$ cat config.mk
export PLATFORM = sky130hd
export DESIGN_NAME = line_reader
export DESIGN_NICKNAME = d
export VERILOG_FILES = /design/src/rtl/line_reader.sv
export SDC_FILE = /design/constraint.sdc
export NUM_CORES = 1
export LEC_CHECK = 0
export BUFFER_PORTS_ARGS = -buffer_cell sky130_fd_sc_hd__buf_2
export CELL_PAD_IN_SITES_DETAIL_PLACEMENT = 0
export CELL_PAD_IN_SITES_GLOBAL_PLACEMENT = 1
export CORE_MARGIN = 2
export CORE_UTILIZATION = 40
export CTS_BUF_LIST = sky130_fd_sc_hd__clkbuf_2
export DETAILED_ROUTE_END_ITERATION = 7
export GPL_TIMING_DRIVEN = 0
export PLACE_DENSITY = 0.85
export SETUP_SLACK_MARGIN = 0.5
export SLEW_MARGIN = 20
export SYNTH_ARGS = -nofsm -noshare
export SYNTH_HDL_FRONTEND = slang
export SYNTH_SLANG_ARGS = --single-unit
$ cat constraint.sdc
create_clock -name clk -period 2.8 [get_ports clk]
set_input_delay 0.14 -clock clk [delete_from_list [all_inputs] [get_ports clk]]
set_output_delay 0.14 -clock clk [all_outputs]
set_load 0.01 [all_outputs]
$ cat src/rtl/line_reader.sv
// line_reader: fetches a burst of len bytes from a one-cycle-latency memory into a small output FIFO stream.
// Optional feature macro LINE_READER_UNDERRUN_EN adds a sticky underrun output.
module line_reader #(
  parameter int ADDRESS_WIDTH = 10,
  parameter int DATA_WIDTH    = 8,
  parameter int FIFO_DEPTH    = 4
) (
  input  logic                     clk,
  input  logic                     reset_n,
  input  logic                     start,
  input  logic [ADDRESS_WIDTH-1:0] start_addr,
  input  logic [ADDRESS_WIDTH-1:0] len,
  input  logic                     abort,
  output logic                     busy,
  output logic                     done,
  output logic [ADDRESS_WIDTH-1:0] mem_read_addr,
  output logic                     mem_read_enable,
  input  logic [DATA_WIDTH-1:0]    mem_read_data,
  output logic [DATA_WIDTH-1:0]    out_data,
  output logic                     out_valid,
  input  logic                     out_ready
`ifdef LINE_READER_UNDERRUN_EN
  ,
  output logic                     underrun
`endif
);
  localparam int PW = $clog2(FIFO_DEPTH);
  localparam int CW = PW + 1;
  localparam logic [CW-1:0] DEPTH_C = CW'(FIFO_DEPTH);

  typedef enum logic [1:0] {IDLE = 2'd0, FETCH = 2'd1, DRAIN = 2'd2} state_t;

  state_t                   state_q, state_d;
  logic [ADDRESS_WIDTH-1:0] addr_q, addr_d;
  logic [ADDRESS_WIDTH-1:0] rem_q, rem_d;
  logic [CW-1:0]            count_q, count_d;
  logic [PW-1:0]            wr_ptr_q, wr_ptr_d;
  logic [PW-1:0]            rd_ptr_q, rd_ptr_d;
  logic                     in_flight_q, in_flight_d;
  logic                     busy_q, busy_d;
  logic                     done_q, done_d;
  logic                     valid_q, valid_d;
  logic [DATA_WIDTH-1:0]    fifo_q [FIFO_DEPTH];
  logic                     issue_s, push_s, pop_s;

  // A read may issue only if the FIFO can hold it alongside the one still in flight.
  assign issue_s = (state_q == FETCH) && ((count_q + CW'(in_flight_q)) < DEPTH_C);
  assign push_s  = in_flight_q;
  assign pop_s   = valid_q && out_ready;

  // Next-state logic for the burst FSM, FIFO pointers and status outputs.
  always_comb begin
    state_d     = state_q;
    addr_d      = issue_s ? addr_q + ADDRESS_WIDTH'(1) : addr_q;
    rem_d       = issue_s ? rem_q - ADDRESS_WIDTH'(1) : rem_q;
    wr_ptr_d    = push_s ? wr_ptr_q + PW'(1) : wr_ptr_q;
    rd_ptr_d    = pop_s ? rd_ptr_q + PW'(1) : rd_ptr_q;
    in_flight_d = issue_s;
    done_d      = 1'b0;
    case ({push_s, pop_s})
      2'b10:   count_d = count_q + CW'(1);
      2'b01:   count_d = count_q - CW'(1);
      default: count_d = count_q;
    endcase
    case (state_q)
      IDLE: begin
        if (start && (len != '0)) begin
          addr_d  = start_addr;
          rem_d   = len;
          state_d = FETCH;
        end else begin
          done_d = start;
        end
      end
      FETCH: begin
        if (issue_s && (rem_q == ADDRESS_WIDTH'(1))) begin
          state_d = DRAIN;
        end else begin
          state_d = FETCH;
        end
      end
      DRAIN: begin
        if (!in_flight_q && (count_d == '0)) begin
          state_d = IDLE;
          done_d  = 1'b1;
        end else begin
          state_d = DRAIN;
        end
      end
      default: state_d = IDLE;
    endcase
    // abort wins over everything, including a same-cycle start
    if (abort) begin
      state_d     = IDLE;
      count_d     = '0;
      wr_ptr_d    = '0;
      rd_ptr_d    = '0;
      in_flight_d = 1'b0;
      done_d      = 1'b0;
    end else begin
      in_flight_d = issue_s;
    end
    busy_d  = (state_d != IDLE);
    valid_d = (count_d != '0);
  end

  // State and control registers with synchronous active-low reset.
  always_ff @(posedge clk) begin
    if (!reset_n) begin
      state_q     <= IDLE;
      addr_q      <= '0;
      rem_q       <= '0;
      count_q     <= '0;
      wr_ptr_q    <= '0;
      rd_ptr_q    <= '0;
      in_flight_q <= 1'b0;
      busy_q      <= 1'b0;
      done_q      <= 1'b0;
      valid_q     <= 1'b0;
    end else begin
      state_q     <= state_d;
      addr_q      <= addr_d;
      rem_q       <= rem_d;
      count_q     <= count_d;
      wr_ptr_q    <= wr_ptr_d;
      rd_ptr_q    <= rd_ptr_d;
      in_flight_q <= in_flight_d;
      busy_q      <= busy_d;
      done_q      <= done_d;
      valid_q     <= valid_d;
    end
  end

  // FIFO storage; occupancy is tracked by the pointers, so no reset is needed.
  always_ff @(posedge clk) begin
    if (push_s) begin
      fifo_q[wr_ptr_q] <= mem_read_data;
    end
  end

  assign busy            = busy_q;
  assign done            = done_q;
  assign mem_read_addr   = addr_q;
  assign mem_read_enable = issue_s;
  assign out_data        = fifo_q[rd_ptr_q];
  assign out_valid       = valid_q;

`ifdef LINE_READER_UNDERRUN_EN
  logic underrun_q;

  // Sticky flag: consumer was ready while the stream had nothing to offer.
  always_ff @(posedge clk) begin
    if (!reset_n) begin
      underrun_q <= 1'b0;
    end else if ((state_q == IDLE) && start && !abort) begin
      underrun_q <= 1'b0;
    end else if (busy_q && out_ready && !valid_q) begin
      underrun_q <= 1'b1;
    end
  end

  assign underrun = underrun_q;
`endif

endmodule

==> metrics.md, run 1 <==
| Metric | Value |
|---|---|
| Residual DRC | 0 |
| CTS Sinks | 67 |
| Row count | 31 |
| Startpoint Class | register |
| CTS H-Tree Depth | 3 |
| WL final | 6570 µm |
| Fin util | 52.9% |
| Final Hold Fails | 0 |
| PortBufs | 54 |
| Initial antenna violation count | 0 |
| Final min period | 2.16 ns |
| VDD IR-drop max | 329 µV |
| I/O Pins | 55 |
| Nets | 390 |
| Skew final | 0.0218 ns |
| CTS root buf | clkbuf_2 |
| Final Cycle Share | 77.3% |
| Avg Inst Size Synth | 11.6 µm² |
| Top_reg_cell synth | dfxtp_1 |
| Area after DPL | 3330 µm² |
| PD cells | 511 nW/µm² |
| Sequential-to-total area share from yosys stat | 56.6% |
| Clock Latency Late Sink | 0.50 ns |
| Post-synth EDFFs | 32 |
| Mapped cell area | 2940 µm² |
| Library cells used by synthesis | 47 |
| Ant diodes | 0 |
| Die W | 89.7 µm |
| Layout area overhead | 29.2% |
| Critical path fanouts, max | 10 |
| Largest net degree at the start of global routing | 13 |
| Die span in y | 89.7 µm |
| RSZ-0062 raised after global routing | yes |
| Critical Path RT | 3.23 ns |
| Core area | 7180 µm² |
| Num CTS Buffers | 9 |
| DR WL/cell | 14.6 µm |
| Slew @ Worst Pin | 0.646 ns |
| WHS | 0.0807 ns |
| Crit Path Class | reg -> reg |
| Total Routing Usage GR | 17.8% |
| Most frequent cells in the layout | buf_2 (56), dfxtp_1 (35), edfxtp_1 (32), dlygate4sd3_1 (31), o21ai_0 (28) |
| Initial drt markers | 162 |
| Placer Congestion | 0.762 |
| Final Slew Violations | 0 |
| HP Class | in -> reg |
| Synthesized flop and latch total | 67 |
| Remaining global-route overflow | 0 |
| Die Area | 8040 µm² |
| Leak | 1.37 nW |
| Fin Setup TNS | 0 ns |
| YS warnings | 0 |
| CTS max path bufs | 2 |
| Routed Antenna Nets | 0 |
| Syn_nets | 294 |
| Async S/R FF share, synth | 0% |
| Critical Path AT | 2.59 ns |
| Vias per cell | 5.15 |
| Most common cell after layout, fill and taps aside | buf_2 |
| Vias in the first global route | 2291 |
| Max Freq | 0.462 GHz |
| First-pass GRT wire length | 10800 µm |
| CTS tree | built |
| Dpl hpwl | 4340 µm |
| Share of cells above drive strength 1 | 26.1% |
| # fillers | 646 |
| Fin area | 3790 µm² |
| Clock transition at the registers of the reported paths | 0.19 ns |
| Synth Instances | 252 |
| Final setup fails | 0 |
| Crit end category | register |
| Max_slew headroom | 56.8% |
| 1st-pass router iterations | 4 |
| Starting density of the core | 40.9% |
| FF+latch area | 1660 µm² |
| MaxCap Viol Count | 0 |
| Via count | 2324 |
| Area of the multi-input gates | 1200 µm² |
| Status | finished, final reports clean |
## path summary, 6_finish.rpt
kind	from	endpoint	slack, ns	depth (start not counted)
hold reg to reg	rem_q[5]	rem_q[5]	0.49	2
setup reg to reg	in_flight_q	rem_q[4]	0.64	5
setup / recovery	in_flight_q	rem_q[4]	0.64	5
hold / removal	out_ready	rd_ptr_q[0]	0.08	4
## logic make-up after synthesis
| kind of cell | synth area share [%] |
|---|---|
| AO/OA/AOI/OAI | 14.7 |
| flip-flops | 56.6 |
| AND/OR/NAND/NOR | 11.9 |
| buffers and inverters | 2.90 |
| XOR/XNOR | 2.98 |
| multiplexers | 6.86 |
| adder cells (fa/ha/maj) | 4.09 |
## cells in the mapped netlist, types with 3 or more instances
cell	number	area (µm²)
o31ai_1	3	22.5
nor2_1	16	60.1
ha_1	8	100
nand2_1	9	33.8
dfxtp_1	35	701
o21ai_0	28	140
o211ai_1	3	22.5
edfxtp_1	32	961
and2_1	5	31.3
xnor2_1	4	35.0
clkbuf_1	9	33.8
o41ai_1	3	26.3
a21oi_1	12	60.1
or3_1	5	31.3
xor2_1	6	52.6
or4_1	3	22.5
mux4_2	8	180
a31oi_1	13	81.3
nor4_1	4	25.0
inv_1	9	33.8
nand3_1	4	20.0
## stage by stage
step                      cells  power [mW]  setup slack (ns)
after global placement      405        1.27             0.570
after detailed placement    405        1.27             0.530
after CTS                   451        1.95             0.511
after floorplan             252        1.20             0.703
final                       451        1.94             0.636
after global routing        451        2.04             0.453
## layer usage
layer / routed length [µm] / track usage, %
met5: 0 / 0
met2: 3190 / 29.9
met3: 418 / 5.94
met1: 2920 / 21.6
met4: 37 / 5.29
## power by group
part	total, mW	leakage (nW)	internal [mW]	switching [mW]
sequential	1.09	0.575	1.05	0.0313
combinational	0.204	0.716	0.102	0.103
clock	0.648	0.0784	0.294	0.354
total	1.94	1.37	1.45	0.488
## what timing repair did
item,4_1_cts,5_1_grt
resized for setup,2,3
buffers inserted,0,0
pin swaps,0,1
hold endpoints to repair,54,0
hold buffers,31,0
endpoints found under the setup margin,4,4
## flip-flops by register name, indices dropped and copies added (netlist names), named ones only
| signal | cells |
|---|---|
| wr_ptr_q | 2 |
| count_q | 3 |
| in_flight_q | 1 |
| busy | 1 |
| done | 1 |
| fifo_q | 32 |
| rd_ptr_q | 2 |
| out_valid | 1 |
| mem_read_addr | 10 |
| state_q | 2 |
| rem_q | 10 |
## final cells by class
| type | count | share of cell area [%] |
|---|---|---|
| inverters | 10 | 1.02 |
| flip-flops and latches | 67 | 43.8 |
| clock buffers | 9 | 1.19 |
| repair buffers | 85 | 15.3 |
| well taps | 99 | 3.27 |
| multi-input cells | 163 | 31.8 |
| plain buffers | 12 | 1.29 |
| clock inverters | 6 | 2.37 |
## critical path: stages (launching register included)
cell      delay (ns)
dfxtp_1         0.33
buf_2           0.17
a31oi_1         0.42
o211ai_1        0.37
or4_2           0.62
a31oi_1         0.18
No activity file was read; power rests on OpenSTA's default activity.
==> inputs of run 2 (changes only) <==
ABC_AREA = 1   (was not set)
CORE_UTILIZATION = 39   (was 40)
PLACE_DENSITY = 0.89   (was 0.85)
clock period = 1.82 ns   (was 2.8 ns; I/O delays follow)
==> run 2 against run 1 <==
Against the previous run: the run now ends with negative hold slack, negative setup slack left; clock skew grew 0.019 ns; sequential share of layout area decreased by 12 points; via count increased by 40%; synthesized cell count increased by 69%; total power increased by 79%; final cell count rose by 49%; highest routed layer unchanged; utilization grew 8.6 points; final area is 40% higher.
==> metrics.md, run 2 <==
| Metric | Value |
|---|---|
| Initial antenna violation count | 0 (unchanged) |
| Critical path fanouts, max | 6 (-4) |
| CTS max path bufs | 2 (unchanged) |
| Clock Latency Late Sink | 0.53 ns (+0.03 ns) |
| Share of cells above drive strength 1 | 42.9% (+17 points) |
| VDD IR-drop max | 326 µV (-0.94%) |
| GR Layer Usage met1 | 22.2% (+0.56 points) |
| WHS | -0.0649 ns (-0.146 ns) |
| Layout area overhead | 54.0% |
| Fin util | 61.5% (+8.6 points) |
| HP Class | in -> reg |
| Async S/R FF share, synth | 0% (unchanged) |
| Routed Antenna Nets | 0 (unchanged) |
| Die span in y | 98.0 µm (+9.3%) |
| Total power | 3.48 mW (+79%) |
| Critical Path AT | 2.33 ns (-0.26 ns) |
| Nets | 601 (+54%) |
| Vias in the first global route | 3122 (+36%) |
| RSZ-0062 raised after global routing | yes |
| PortBufs | 54 (unchanged) |
| 1st-pass router iterations | 5 (+1) |
| Crit end category | register |
| Num CTS Buffers | 9 (unchanged) |
| Max Freq | 0.545 GHz (+18%) |
| Violated checks | negative hold slack, negative setup slack |
| Met2 GRT Util | 34.0% (+4.1 points) |
| Critical path's slowest cell | fa_1 |
| Most common cell in the netlist | nand2_1 |
| Final setup fails | 2 (+2) |
| Critical Path RT | 2.31 ns (-0.92 ns) |
| CP cell instances | inv_4 > ha_4 > inv_4 > fa_1 > o21a_1 > nand2_1 > nor2_2 > buf_4 > nand3_2 > a21oi_1 |
| Leak | 2.44 nW (+78%) |
| Final WS setup | -0.0142 ns (-0.650 ns) |
| Launching point of the worst reg2reg path | in_flight_q |
| Area contributors post-synth | edfxtp_1 (28%), dfxtp_1 (20%), nand2_1 (11%) |
| Synthesized flop and latch total | 67 (unchanged) |
| Max_slew headroom | 68.1% (+11 points) |
| Residual DRC | 0 (unchanged) |
| Clock Power Share | 32.2% (-1.2 points) |
| Pint | 2.44 mW (+68%) |
| P_sw | 1.04 mW (+110%) |
| Starting density of the core | 39.9% (-0.98 points) |
| MaxCap Viol Count | 0 (unchanged) |
| GRT busiest layer | met2 |
| Final Hold Fails | 2 (+2) |
| Final Cycle Share | 101% (+23 points) |
| Hold-fix buffers, CTS | 30 (-3.2%) |
| Area after DPL | 3870 µm² (+16%) |
| Largest area contributor in the netlist | edfxtp_1 |
| Fin area | 5310 µm² (+40%) |
| Final min period | 1.83 ns (-0.330 ns) |
| Dpl hpwl | 5360 µm (+23%) |
| Slowest Stage Delay on Critical Path | 0.50 ns (-0.12 ns) |
| Yosys top cell area share | 27.9% (-4.9 points) |
| Finished Layout Cells | 672 (+49%) |
| Ant diodes | 0 (unchanged) |
| Post-Place Cells | 588 (+45%) |
| Remaining global-route overflow | 0 (unchanged) |
| Crit Path Class | reg -> reg |
| Most common cell after layout, fill and taps aside | nand2_1 |
| Reg2Reg Depth | 10 (+5) |
| Placer Congestion | 0.814 (+6.9%) |
| Top_reg_cell synth | dfxtp_1 |
| CTS tree | built |
| RR Endpoint | done |
| First-pass GRT wire length | 14300 µm (+33%) |
| Switching Fraction | 29.8% (+4.6 points) |
| Final Slew Violations | 0 (unchanged) |
| YS warnings | 0 (unchanged) |
| Sequential share of power | 48.8% (-7.2 points) |
| Avg Inst Size Synth | 8.09 µm² (-31%) |
| Slew @ Worst Pin | 0.476 ns (-0.169 ns) |
| Flip-flop count of the largest register after layout | 32 (unchanged) |
| Initial drt markers | 162 (unchanged) |
| Via count | 3253 (+40%) |
| Sequential-to-total area share from yosys stat | 48.2% (-8.4 points) |
| Mapped cell area | 3450 µm² (+17%) |
| CTS H-Tree Depth | 3 (unchanged) |
| Synth Instances | 426 (+69%) |
| Die W | 98.0 µm (+9.3%) |
| Row count | 34 (+9.7%) |
| Syn_nets | 468 (+59%) |
| Startpoint Class | register |
| Die Area | 9610 µm² (+20%) |
| Status | finished, violations left |
| Top post-synthesis cells by count | nand2_1 (98), inv_1 (68), nor2_1 (50), dfxtp_1 (35), edfxtp_1 (32) |
| Most frequent cells in the layout | nand2_1 (68), inv_1 (55), buf_2 (53), nor2_1 (41), edfxtp_1 (32) |
| CTS root buf | clkbuf_2 |
| Combinational share of power | 19.0% (+8.4 points) |
| Global routing usage on met3 | 3.72% (-2.2 points) |
| I/O Pins | 55 (unchanged) |
| CTS Sinks | 67 (unchanged) |
| Post-synth EDFFs | 32 (unchanged) |
| DR WL/cell | 14.0 µm (-3.8%) |
| Worst R2R Setup Slack | -0.01 ns (-0.65 ns) |
| WL final | 9410 µm (+43%) |
| Worst Setup EP | done |
| Top reg by flops | fifo_q |
| Crit path launch | in_flight_q |
| Total Routing Usage GR | 18.8% (+0.99 points) |
| PD cells | 655 nW/µm² (+28%) |
| Largest net degree at the start of global routing | 15 (+2) |
| Core area | 8640 µm² (+20%) |
| Clock transition at the registers of the reported paths | 0.23 ns (+0.04 ns) |
| Vias per cell | 4.84 (-6.1%) |
| # fillers | 702 (+8.7%) |
| Skew final | 0.0406 ns (+0.0189 ns) |
| Most used cell, CP | inv_4 |
| Library cells used by synthesis | 33 (-30%) |
-- run 2: how the worst min path moves through the flow --
stage	start	end	slack (ns)	cells after the start
floorplan	mem_read_data[0]	fifo_q[0][0]	0.19	0
global placement	mem_read_data[2]	fifo_q[3][2]	0.30	1
detailed placement	mem_read_data[2]	fifo_q[0][2]	0.31	1
CTS	out_ready	rd_ptr_q[0]	-0.10	5
global route	out_ready	rd_ptr_q[0]	-0.10	5
finish	out_ready	rd_ptr_q[0]	-0.06	5
-- run 2: worst max-delay path: cells and delay by family (launching register included) --
family / cells / cell delay, ns
flip-flops: 1 / 0.42
buffers and inverters: 3 / 0.25
AO/OA/AOI/OAI: 2 / 0.28
adder cells (fa/ha/maj): 2 / 0.64
AND/OR/NAND/NOR: 3 / 0.22
-- run 2: metrics by stage --
stage | setup WS [ns] | setup TNS (ns)
floorplan | 0.0487 | 0
global route | -0.149 | -0.350
global placement | -0.0312 | -0.0432
CTS | -0.0131 | -0.0131
detailed placement | -0.0242 | -0.0459
finish | -0.0142 | -0.0177
-- run 2: power groups by stage --
stage          logic (mW)  clock network, mW  registers, mW
6_report            0.660               1.12           1.70
5_1_grt             0.724               1.21           1.70
4_1_cts             0.536               1.13           1.68
3_5_place_dp        0.410                  0           1.71
3_3_place_gp        0.403                  0           1.71
2_1_floorplan       0.278                  0           1.71
-- run 2: what timing repair did --
action                                 in CTS  in global routing
gates resized for setup                   105                105
setup endpoints to repair                  47                 47
gates cloned                                6                  2
pin swaps                                  22                 20
buffers inserted                           17                 13
endpoints found under the hold margin      60                  3
-- run 2: metal layers --
metal	share of wire, %	vias to the layer above
li1	-	1646
met1	41	1495
met2	53	100
met3	5.0	12
met4	1.1	0
met5	0	-
-- run 2: cell families after synthesis --
logic type                 Yosys count  share of synthesized area (%)
DFF                                 67                           48.2
xor gates and xnor gates            13                           3.30
adders and majority gates            9                           3.48
AOI/OAI and AO/OA                   57                           8.74
and+or+nand+nor                    200                           26.5
buffers and inverters               80                           9.83
-- run 2: final cells by class --
type | count | area (µm²) | share of cell area [%]
plain buffers | 10 | 149 | 2.80
clock buffers | 9 | 45.0 | 0.848
clock inverters | 7 | 106 | 2.00
inverters | 70 | 288 | 5.42
multi-input cells | 280 | 1900 | 35.7
flip-flops and latches | 67 | 1700 | 32.0
well taps | 108 | 135 | 2.55
repair buffers | 121 | 992 | 18.7
==> inputs of run 3 (changes only) <==
CORE_UTILIZATION = 40   (was 39)
PLACE_DENSITY = 0.88   (was 0.89)
clock period = 2.1 ns   (was 1.82 ns; I/O delays follow)
==> run 3 against run 2 <==
Against the previous run: the run now ends clean; final cell count shrank 2.7%; utilization decreased by 4.7 points; worst setup slack gained 0.28 ns; highest routed layer unchanged; critical path type unchanged; largest power group unchanged.
==> metrics.md, run 3 (synthesis results as in run 2) <==
| Metric | Value |
|---|---|
| Fin Setup TNS | 0 ns (+0.0177 ns) |
| CP cell instances | nand2_2 > inv_2 > ha_4 > inv_2 > fa_1 > o21a_1 > nand2_1 > nor2_2 > nand2_1 > nand2_1 > nand2_1 > nand2_1 > nand2_1 |
| Die Area | 9380 µm² (-2.4%) |
| Critical Path RT | 2.53 ns (+0.22 ns) |
| Worst hold path cell count | 7 (+2) |
| WHS | 0.112 ns (+0.177 ns) |
| CTS tree | built |
| Leak | 2.20 nW (-9.7%) |
| Reg2Reg Depth | 13 (+3) |
| PD cells | 571 nW/µm² (-13%) |
| Layout area overhead | 36.7% |
| Final Slew Violations | 0 (unchanged) |
| Clock Latency Late Sink | 0.52 ns (about the same) |
| Slowest Stage Delay on Critical Path | 0.48 ns (-0.02 ns) |
| CTS root buf | clkbuf_2 |
| Final Cycle Share | 87.6% (-13 points) |
| Dpl hpwl | 5220 µm (-2.6%) |
| PortBufs | 54 (unchanged) |
| Die W | 96.9 µm (-1.2%) |
| RSZ-0062 raised after global routing | yes |
| Num CTS Buffers | 9 (unchanged) |
| Critical Path AT | 2.27 ns (-0.06 ns) |
| Nets | 586 (-2.5%) |
| WL final | 8230 µm (-13%) |
| Total power | 2.69 mW (-23%) |
| Remaining global-route overflow | 0 (unchanged) |
| Worst R2R Setup Slack | 0.26 ns (+0.28 ns) |
| Final min period | 1.84 ns (+0.00470 ns) |
| Final WS setup | 0.261 ns (+0.275 ns) |
| Max Freq | 0.544 GHz (-0.26%) |
| Slew @ Worst Pin | 0.406 ns (-0.0705 ns) |
| P_sw | 0.788 mW (-24%) |
| Initial antenna violation count | 0 (unchanged) |
| Share of cells above drive strength 1 | 29.0% (-14 points) |
| CTS max path bufs | 2 (unchanged) |
| Vias in the first global route | 2888 (-7.5%) |
| Initial drt markers | 108 (-33%) |
| Crit Path Class | reg -> reg |
| Sequential share of power | 54.1% (+5.3 points) |
| Clock transition at the registers of the reported paths | 0.24 ns (about the same) |
| Critical path's slowest cell | fa_1 |
| 1st-pass router iterations | 5 (unchanged) |
| Switching Fraction | 29.3% (-0.54 points) |
| Largest net degree at the start of global routing | 15 (unchanged) |
| Die span in y | 96.9 µm (-1.2%) |
| Max_slew headroom | 72.9% (+4.8 points) |
| Top reg by flops | fifo_q |
| Total Routing Usage GR | 17.2% (-1.5 points) |
| Starting density of the core | 41.5% (+1.6 points) |
| Status | finished, final reports clean |
| Critical path fanouts, max | 2 (-4) |
| Residual DRC | 0 (unchanged) |
| I/O Pins | 55 (unchanged) |
| Flip-flop count of the largest register after layout | 32 (unchanged) |
| Row count | 33 (-2.9%) |
| Crit end category | register |
| Final setup fails | 0 (-2) |
| Ant diodes | 0 (unchanged) |
| Clock Power Share | 30.4% (-1.8 points) |
| Skew final | 0.0475 ns (+0.00692 ns) |
| Final Hold Fails | 0 (-2) |
| Placer Congestion | 0.846 (+4.0%) |
| Vias per cell | 4.76 (-1.6%) |
| Fin util | 56.8% (-4.7 points) |
| Via count | 3115 (-4.2%) |
| VDD IR-drop max | 246 µV (-24%) |
| Most frequent cells in the layout | nand2_1 (95), inv_1 (63), buf_2 (56), nor2_1 (38) |
| Most used cell, CP | nand2_1 |
| HP Class | in -> reg |
| CTS Sinks | 67 (unchanged) |
| Combinational share of power | 15.5% (-3.5 points) |
| Post-place setup slack | 0.199 ns (+0.223 ns) |
| Pint | 1.90 mW (-22%) |
| Startpoint Class | register |
| First-pass GRT wire length | 13000 µm (-9.3%) |
| MaxCap Viol Count | 0 (unchanged) |
| DR WL/cell | 12.6 µm (-10%) |
| Most common cell after layout, fill and taps aside | nand2_1 |
| Routed Antenna Nets | 0 (unchanged) |
| CTS H-Tree Depth | 3 (unchanged) |
| Core area | 8300 µm² (-3.9%) |
-- run 3: final timing paths --
path            endpoint         from
max                 busy    out_valid
min           count_q[0]    out_ready
max reg2reg         busy    out_valid
min reg2reg  rd_ptr_q[0]  rd_ptr_q[0]
-- run 3: repair_timing --
action	in CTS	in global routing
resized for setup	47	29
gates cloned	1	0
buffers inserted	14	6
endpoints found under the hold margin	60	0
setup endpoints to repair	13	16
hold buffers	32	0
pin swaps	20	7
-- run 3: stage by stage --
stage / instance area, µm² / std cells
floorplan: 3460 / 426
global placement: 3860 / 585
detailed placement: 3860 / 585
CTS: 4570 / 648
global route: 4710 / 654
finish: 4710 / 654
-- run 3: area by class of cell --
cell class,instances,area (µm²)
fillers,758,3590
flip-flops and latches,67,1680
multi-input cells,279,1600
repair buffers,107,795
inverters,70,275
well taps,105,131
plain buffers,10,109
clock inverters,7,80.1
clock buffers,9,45.0
-- run 3: per-layer routing --
metal  global-route usage, %  routed length (µm)
met1                    20.7                3430
met2                    30.0                4170
met3                    3.25                 420
met4                    7.48                 207
met5                       0                   0
-- run 3: power by group through the flow --
stage / clock network [mW] / logic (mW) / registers (mW)
final: 0.817 / 0.417 / 1.46
after global routing: 0.880 / 0.474 / 1.46
after CTS: 0.829 / 0.412 / 1.45
after detailed placement: 0 / 0.353 / 1.49
after global placement: 0 / 0.349 / 1.48
after floorplan: 0 / 0.241 / 1.48
-- run 3: critical path: cells and delay by family (launching register included) --
kind | cells | cell delay [ns]
AO/OA/AOI/OAI | 1 | 0.15
adder cells (fa/ha/maj) | 2 | 0.61
buffers and inverters | 2 | 0.10
AND/OR/NAND/NOR | 8 | 0.49
flip-flops | 1 | 0.38
